--- src/rtl/pack_fp16_if.sv ---
// pack_fp16_if: input/output bundle for pack_fp16
// Ports: enable/in_valid + unpacked operand (master drives), out_valid/result (+flags when PACK_FP16_FLAGS_EN) back.
interface pack_fp16_if #(parameter int MANT_W = 14);
  logic              enable;
  logic              in_valid;
  logic              is_num;
  logic              is_nan;
  logic              is_pinf;
  logic              is_ninf;
  logic              sign_in;
  logic [6:0]        exp_in;
  logic [MANT_W-1:0] mant_in;
  logic              out_valid;
  logic [15:0]       result;
`ifdef PACK_FP16_FLAGS_EN
  logic              flag_inexact;
  logic              flag_overflow;
  logic              flag_underflow;
  modport master (output enable, in_valid, is_num, is_nan, is_pinf, is_ninf, sign_in, exp_in, mant_in,
                  input out_valid, result, flag_inexact, flag_overflow, flag_underflow);
  modport slave  (input enable, in_valid, is_num, is_nan, is_pinf, is_ninf, sign_in, exp_in, mant_in,
                  output out_valid, result, flag_inexact, flag_overflow, flag_underflow);
`else
  modport master (output enable, in_valid, is_num, is_nan, is_pinf, is_ninf, sign_in, exp_in, mant_in,
                  input out_valid, result);
  modport slave  (input enable, in_valid, is_num, is_nan, is_pinf, is_ninf, sign_in, exp_in, mant_in,
                  output out_valid, result);
`endif
endinterface

--- src/rtl/pack_fp16.sv ---
// pack_fp16: 2-stage repack of unpacked sign/exp/mantissa into IEEE binary16 with RNE rounding
// Ports: clk, rst (sync, active-high), bus (pack_fp16_if.slave; MANT_W must match the interface).
// Optional PACK_FP16_FLAGS_EN adds registered flag_inexact/flag_overflow/flag_underflow.
module pack_fp16 #(
  parameter int MANT_W = 14
) (
  input logic        clk,
  input logic        rst,
  pack_fp16_if.slave bus
);
  typedef enum logic [1:0] {C_NUM, C_NAN, C_PINF, C_NINF} cls_t;
  logic              v1_q, v1_d, sgn1_q, sgn1_d, g1_q, g1_d, s1_q, s1_d, v2_q, v2_d;
  cls_t              cls1_q, cls1_d;
  logic [4:0]        ef1_q, ef1_d;
  logic [9:0]        fr1_q, fr1_d;
  logic [15:0]       res_q, res_d;
  logic signed [7:0] e_b;
  logic [7:0]        sh;
  logic              sub, zero, ovf, ru;
  logic [MANT_W-1:0] m_eff, lost;
  logic [14:0]       sum;
  // Overflow is pre-encoded as exponent 31 / fraction 0 with G=S=0 so stage 2 just adds zero.
  always_comb begin
    e_b    = $signed({bus.exp_in[6], bus.exp_in}) + 8'sd15;
    sub    = e_b < 8'sd1;
    sh     = 8'(8'sd1 - e_b);
    zero   = bus.mant_in == '0;
    ovf    = !zero && e_b > 8'sd30;
    m_eff  = sub ? bus.mant_in >> sh : bus.mant_in;
    lost   = sub ? bus.mant_in & ~({MANT_W{1'b1}} << sh) : '0;
    cls1_d = bus.is_nan ? C_NAN : bus.is_pinf ? C_PINF : bus.is_ninf ? C_NINF : bus.is_num ? C_NUM : C_NAN;
    v1_d   = bus.in_valid;
    sgn1_d = bus.sign_in;
    ef1_d  = (sub || zero) ? 5'h00 : ovf ? 5'h1F : e_b[4:0];
    fr1_d  = ovf ? 10'h000 : m_eff[MANT_W-2 -: 10];
    g1_d   = !ovf && m_eff[MANT_W-12];
    s1_d   = !ovf && (|m_eff[MANT_W-13:0] || |lost);
    ru     = g1_q & (s1_q | fr1_q[0]);
    sum    = {ef1_q, fr1_q} + 15'(ru);
    v2_d   = v1_q;
    res_d  = cls1_q == C_NAN ? 16'h7E00 : cls1_q == C_PINF ? 16'h7C00 : cls1_q == C_NINF ? 16'hFC00 : {sgn1_q, sum};
  end
  always_ff @(posedge clk) begin
    if (rst) begin
      v1_q   <= 1'b0;
      sgn1_q <= 1'b0;
      cls1_q <= C_NUM;
      ef1_q  <= '0;
      fr1_q  <= '0;
      g1_q   <= 1'b0;
      s1_q   <= 1'b0;
      v2_q   <= 1'b0;
      res_q  <= '0;
    end else if (bus.enable) begin
      v1_q   <= v1_d;
      sgn1_q <= sgn1_d;
      cls1_q <= cls1_d;
      ef1_q  <= ef1_d;
      fr1_q  <= fr1_d;
      g1_q   <= g1_d;
      s1_q   <= s1_d;
      v2_q   <= v2_d;
      res_q  <= res_d;
    end
  end
  assign bus.out_valid = v2_q;
  assign bus.result    = res_q;
`ifdef PACK_FP16_FLAGS_EN
  logic ovf1_q, ovf1_d, fi_q, fi_d, fo_q, fo_d, fu_q, fu_d, fnum;
  // Saturation to infinity is always inexact even though G/S were zeroed.
  always_comb begin
    ovf1_d = ovf;
    fnum   = v1_q && cls1_q == C_NUM;
    fi_d   = fnum && (g1_q || s1_q || ovf1_q);
    fo_d   = fnum && sum[14:10] == 5'h1F;
    fu_d   = fnum && sum[14:10] == 5'h00 && (g1_q || s1_q);
  end
  always_ff @(posedge clk) begin
    if (rst) begin
      ovf1_q <= 1'b0;
      fi_q   <= 1'b0;
      fo_q   <= 1'b0;
      fu_q   <= 1'b0;
    end else if (bus.enable) begin
      ovf1_q <= ovf1_d;
      fi_q   <= fi_d;
      fo_q   <= fo_d;
      fu_q   <= fu_d;
    end
  end
  assign bus.flag_inexact   = fi_q;
  assign bus.flag_overflow  = fo_q;
  assign bus.flag_underflow = fu_q;
`endif
endmodule

--- src/flat_wrapper.sv ---
// flat-port wrapper written by rule: the top's interface ports become plain ports
module pack_fp16_flat 
#(
  parameter int MANT_W = 14
)
  (clk, rst, bus_enable, bus_in_valid, bus_is_num, bus_is_nan, bus_is_pinf, bus_is_ninf, bus_sign_in, bus_exp_in, bus_mant_in, bus_out_valid, bus_result);
  pack_fp16_if #(.MANT_W(MANT_W)) bus_i ();
  input logic clk;
  input logic rst;
  input wire logic [$bits(bus_i.enable)-1:0] bus_enable;
  input wire logic [$bits(bus_i.in_valid)-1:0] bus_in_valid;
  input wire logic [$bits(bus_i.is_num)-1:0] bus_is_num;
  input wire logic [$bits(bus_i.is_nan)-1:0] bus_is_nan;
  input wire logic [$bits(bus_i.is_pinf)-1:0] bus_is_pinf;
  input wire logic [$bits(bus_i.is_ninf)-1:0] bus_is_ninf;
  input wire logic [$bits(bus_i.sign_in)-1:0] bus_sign_in;
  input wire logic [$bits(bus_i.exp_in)-1:0] bus_exp_in;
  input wire logic [$bits(bus_i.mant_in)-1:0] bus_mant_in;
  output wire logic [$bits(bus_i.out_valid)-1:0] bus_out_valid;
  output wire logic [$bits(bus_i.result)-1:0] bus_result;
  assign bus_i.enable = bus_enable;
  assign bus_i.in_valid = bus_in_valid;
  assign bus_i.is_num = bus_is_num;
  assign bus_i.is_nan = bus_is_nan;
  assign bus_i.is_pinf = bus_is_pinf;
  assign bus_i.is_ninf = bus_is_ninf;
  assign bus_i.sign_in = bus_sign_in;
  assign bus_i.exp_in = bus_exp_in;
  assign bus_i.mant_in = bus_mant_in;
  assign bus_out_valid = bus_i.out_valid;
  assign bus_result = bus_i.result;
  pack_fp16 #(.MANT_W(MANT_W)) u_core (.clk(clk), .rst(rst), .bus(bus_i));
endmodule
--- config.mk ---
export PLATFORM = sky130hd
export DESIGN_NAME = pack_fp16_flat
export DESIGN_NICKNAME = d
export VERILOG_FILES = /design/src/rtl/pack_fp16_if.sv /design/src/rtl/pack_fp16.sv /design/src/flat_wrapper.sv
export SDC_FILE = /design/constraint.sdc
export NUM_CORES = 1
export LEC_CHECK = 0
export ABC_AREA = 1
export CORE_ASPECT_RATIO = 0.8
export CORE_MARGIN = 2
export CORE_UTILIZATION = 50
export CTS_CLUSTER_SIZE = 12
export DETAILED_ROUTE_END_ITERATION = 6
export HOLD_SLACK_MARGIN = 0.06
export PLACE_DENSITY = 0.78
export SKIP_LAST_GASP = 1
export SYNTH_ARGS = -nofsm -noshare
export SYNTH_HDL_FRONTEND = slang
export SYNTH_SLANG_ARGS = --single-unit
export TNS_END_PERCENT = 20
--- constraint.sdc ---
create_clock -name clk -period 3.07 [get_ports clk]
set_input_delay 0.614 -clock clk [delete_from_list [all_inputs] [get_ports clk]]
set_output_delay 0.614 -clock clk [all_outputs]
set_load 0.02 [all_outputs]
After elaboration in Yosys (flattened, before gate mapping) --
Cells that the tools add are included.
Operators by class: multiply operators 0, reduce and logical (&&, ||, !) cells 10, mux-type cells 12, $add $sub $neg 3, $lt $le $gt $ge 2, shifts and indexed selects 2, eq/ne operators 3, bitwise logic cells 4, divide/modulo/power cells 0
Operators with widths (number):
- 2-to-1 mux 16 bit | 3
- adder 15 x 1 -> 15 bit | 1
- AND 14 bit | 1
- logical NOT 14 bit | 1
- 2-to-1 mux 14 bit | 1
- inverter 14 bit | 1
- OR reduction 14 bit | 1
- left shift 14 x 8 -> 14 bit, first input constant | 1
- >> shifter 14 x 8 -> 13 bit | 1
- 2-to-1 mux 13 bit | 1
- 2-to-1 mux 10 bit | 1
- 2-to-1 mux 5 bit | 2
- adder 7 x 5 -> 8 bit, second input constant | 1
- > comparator 8 x 6 -> 1 bit, second input constant | 1
- < comparator 8 x 2 -> 1 bit, second input constant | 1
- subtractor 2 x 8 -> 8 bit, first input constant | 1
- 2-to-1 mux 2 bit | 3
- equality test 2 bit, second input constant | 2
- logical AND 1 bit | 3
- equality test 2 x 1 -> 1 bit, second input constant | 1
- logical NOT 1 bit | 2
- logical OR 1 bit | 2
- OR reduction 2 bit | 1
- AND 1 bit | 1
- 2 further kinds | 2
Word-level totals: latch bits 0, word-level logic and storage cells 45, memory bits (writable) 0, bits in registers 38, bits in read-only memories 0, memories kept 0, input bits 30

Logic depth before layout (Yosys ltp) --
depth in word-level cells 9, gate-level depth with buffers 26

Least setup slack after synthesis --
No wires, ideal clock.
path type input-to-reg, from input port bus_exp_in[0], to register u_core.s1_q, data required time 2.939 ns, cell stages on the path 25, setup slack -0.169 ns, data arrival time 3.108 ns, path buffers 3, library setup time 0.131 ns, cells stage by stage buf_6 inv_4 clkbuf_1 ha_1 inv_1 nand2_1 nand2_1 inv_2 ha_1 nand3_2 nor2_4 nor2_2 nor2_8 nand3_4 buf_6 nor2_2 nand2_1 nand2_1 nand2_1 nor2_1 nand3_1 nor2_1 nand3_1 nand2_1 a21oi_2
On the way: word-level cells in the longest chain between the ends 9, elaborated cells on any way between the ends 16, classes of those cells add/sub (2); order compare (2); shift (2); mux (2); bitwise (2); reduce/logical (6)
RTL lines:
- start: declaration | RTL line flat_wrapper.sv:17 | input wire logic [$bits(bus_i.exp_in)-1:0] bus_exp_in;
- adder 7 x 5 -> 8 bit * | RTL line pack_fp16.sv:24 | e_b = $signed({bus.exp_in[6], bus.exp_in}) + 8'sd15;
- subtractor 2 x 8 -> 8 bit | RTL line pack_fp16.sv:26 | sh = 8'(8'sd1 - e_b);
- left shift 14 x 8 -> 14 bit | RTL line pack_fp16.sv:30 | lost = sub ? bus.mant_in & ~({MANT_W{1'b1}} << sh) : '0;
- inverter 14 bit | RTL line pack_fp16.sv:30
- AND 14 bit | RTL line pack_fp16.sv:30
- 2-to-1 mux 14 bit | RTL line pack_fp16.sv:30
- OR reduction 14 bit | RTL line pack_fp16.sv:37 | s1_d = !ovf && (|m_eff[MANT_W-13:0] || |lost);
- logical OR 1 bit | RTL line pack_fp16.sv:37
- logical AND 1 bit * | RTL line pack_fp16.sv:37
- end signal: assignment | RTL line pack_fp16.sv:51 | s1_q <= 1'b0;
- end signal: assignment | RTL line pack_fp16.sv:61 | s1_q <= s1_d;
- end: declaration | RTL line pack_fp16.sv:12 | logic v1_q, v1_d, sgn1_q, sgn1_d, g1_q, g1_d, s1_q, s1_d, v2_q, v2_d;
Mark *: on every way between the ends. The rest lies on a longest branch, timed or not. A chain may end at the register's enable or synchronous reset.

Final worst setup path --
Ends and elaborated chain as after synthesis.

==> qor.txt <==
Rel. slew slack - 64.09%
Gate Count Post-Synth - 509
total gr overflow - 0
final setup fails - 0
Post-Place Cell Area - 3970 um^2
status - finished clean
Top delay family on crit path - simple AND/OR/NAND/NOR gates
Final Hold Fails - 0
post-route ant nets - 0
Final period util - 93.71%
WP data arrival - 3.11 ns
Sw Ratio - 33.54%
first-pass GRT wire length - 16100 um
Vias per Instance - 5.460
fillcell total - 511
H-tree depth - 2
peak supply drop - 254.1 uV
Yosys top cell by area - dfxtp_1
internal power - 1.091 mW
most common cell after layout, fill and taps aside - nand2_1
Cell variety after synth - 42
Worst path most repeated cell - nand2_1
Sw Pwr - 550.6 uW
CTS tree - built
GRT Util Overall - 29.33%
Inserted Diodes - 0
residual DRC count - 0
largest net degree at the start of global routing - 26
DR WL/cell - 14.61 um
clock buffer depth - 2
Rows - 25
Peak Freq - 0.3476 GHz
Initial Utilization - 52.17%
P&R area growth vs syn - 37.58%
sequential cell area - 760.7 um^2
Static Leak - 1.901 nW
Mean Syn Cell Area - 6.123 um^2
Slew Limit Fails - 0
crit start category - input pin
worst min path class - flop to flop
CP Data Required Time - 3.31 ns
vias in the first global route - 3422
DRT iter0 DRCs - 283
Layout Nets - 633
CTS buffer count - 5
Worst-Skew Late Latency - 0.30 ns
actual slew at the worst max-slew pin - 0.5381 ns
core area - 5974 um^2
Syn. warnings - 0
final setup TNS - 0 ns
number of port buffers - 46
CP peak stage delay - 0.27 ns
routed vias - 3713
top post-synthesis cells by area - dfxtp_1, nand2_1, nand3_1, inv_1, a21oi_1
register bit total from synthesis - 38
Die X - 92.27 um
Critical Setup Path Class - input pin to flop
DIE HEIGHT - 74.62 um
Buf/Inv on CP - 5
fin area - 4288 um^2
Pwr Total - 1.641 mW
min Tclk post-route - 2.877 ns
Ports - 47
Comb pwr share - 35.6%
part of the power in registers - 32.8%
die footprint - 6885 um^2
TritonRoute pass-1 iters - 6
post-DP HPWL - 7460 um
PwrDens - 382.8 nW/um^2
gp weighted congestion - 0.9717
Final Util - 71.77%
max-cap violations - 0
layout cells sized above 1 - 19.87%
Clock Skews - 0.01014 ns
initial antenna violation count - 0
WL final - 9935 um
cells along the critical path - dlygate4sd2_1 > inv_4 > ha_4 > inv_1 > nand2_1 > nand2_1 > buf_4 > nor2_2 > nand3_2 > nor2_2 > nand3_2 > buf_4 > nand2_2 > nand4_1 > nand2_1 > nand3_1 > nand3_1 > nand2_2 > nand2_1 > nand2_1 > nand3_1 > nand2_1 > a21oi_2
Multi-input gate area - 2138 um^2
Clk network pwr share - 31.7%
# hold bufs at CTS - 0
CP Capture Type - flop
Synth top area share - 24.41%
post-synthesis sequential area ratio - 24.41%
post-layout instance count excluding filler cells - 680
most frequent cells in the layout - nand2_1, inv_1, buf_4
# placed instances - 666
Crit-path slowest cell - dlygate4sd2_1
CTS Sinks - 38
clock slew at reported path FFs - 0.08 ns
Root Buffer - clkbuf_8
Post-Syn Area - 3117 um^2
Syn Nets - 544
CP Max Fanout - 4
[final timing paths]
check,start,end,slack [ns],cells past startpoint
max,bus_exp_in[0],u_core.s1_q,0.19,23
min,u_core.bus.result[6],u_core.bus.result[6],0.46,2
max reg2reg,u_core.fr1_q[0],u_core.bus.result[14],0.59,17
min reg2reg,u_core.bus.result[6],u_core.bus.result[6],0.46,2
[cells in the mapped netlist, drive strengths merged]
cell,n
a211oi,4
a21oi,35
a221oi,1
a311oi,1
a31oi,1
buf,10
clkbuf,11
clkinv,1
dfxtp,38
ha,5
inv,61
nand2,146
nand3,61
nand3b,3
nand4,17
nor2,52
nor3,5
o211ai,6
o21a,2
o21ai,33
o21bai,1
o221ai,5
o22ai,1
or2,2
xnor2,5
xor2,2
[worst reg2reg max path: stages (launching register included)]
cell and delay [ns]:
dfxtp_1 0.36, o21a_1 0.14, ha_1 0.16, ha_1 0.19, nand3_1 0.11, nor2_1 0.11, inv_1 0.07, nor2_1 0.09
inv_1 0.05, nor2_1 0.12, nand2_1 0.09, nor2_1 0.14, inv_1 0.08, nor2_1 0.17, nand4_1 0.14, xnor2_1 0.15
o221ai_1 0.15, inv_1 0.07
[what timing repair did]
item                                    CTS  global route
endpoints found under the setup margin    8            12
setup buffers                             2             2
pin swaps                                 7            14
cloned                                    1             1
resized for setup                         7            27
[state kept, by name, indices dropped and copies added, names as in the netlist]
signal and cells:
u_core.g1_q 1, u_core.v1_q 1, u_core.cls1_q 2, u_core.s1_q 1
u_core.fr1_q 10, u_core.bus.out_valid 1, u_core.bus.result 16, u_core.ef1_q 5
u_core.sgn1_q 1
[power by group through the flow]
stage	clock network (mW)	registers [mW]	logic (mW)
floorplan	0	0.558	0.301
global placement	0	0.548	0.525
detailed placement	0	0.549	0.532
CTS	0.523	0.538	0.552
global route	0.541	0.541	0.634
finish	0.520	0.538	0.584
[stage by stage]
stage | hold slack (ns) | setup slack (ns)
global route | 0.4894 | -0.03154
finish | 0.4646 | 0.1931
detailed placement | 0.4558 | -0.4044
floorplan | 0.4453 | 0.005710
global placement | 0.4545 | -0.3225
CTS | 0.4684 | 0.005312
[layer usage]
layer / GRT usage, % / up-vias / part of all wire (%)
li1: - / 1853 / -
met4: 6.965 / 0 / 1.5
met1: 39.47 / 1675 / 44
met3: 7.207 / 17 / 9.2
met2: 48.45 / 168 / 45
met5: 0 / - / 0
[logic make-up (layout without fill, tap and decap cells)]
| group | Yosys count | count (layout) | share of synthesized area, % |
|---|---|---|---|
| XOR/XNOR | 7 | 7 | 1.967 |
| AND/OR/NAND/NOR | 286 | 288 | 43.16 |
| adder cells (fa/ha/maj) | 5 | 5 | 2.007 |
| AO/OA/AOI/OAI | 90 | 90 | 17.10 |
| buffers and inverters | 83 | 171 | 11.36 |
| flip-flops | 38 | 38 | 24.41 |
[area by class of cell]
class	instances	share of cell area, %
timing repair buffer	101	21.33
clock inverter	3	1.605
clock buffer	5	1.605
sequential	38	17.74
tap	81	2.364
multi-input combinational	390	49.87
inverter	62	5.486
(Power assumes the default switching activity.)
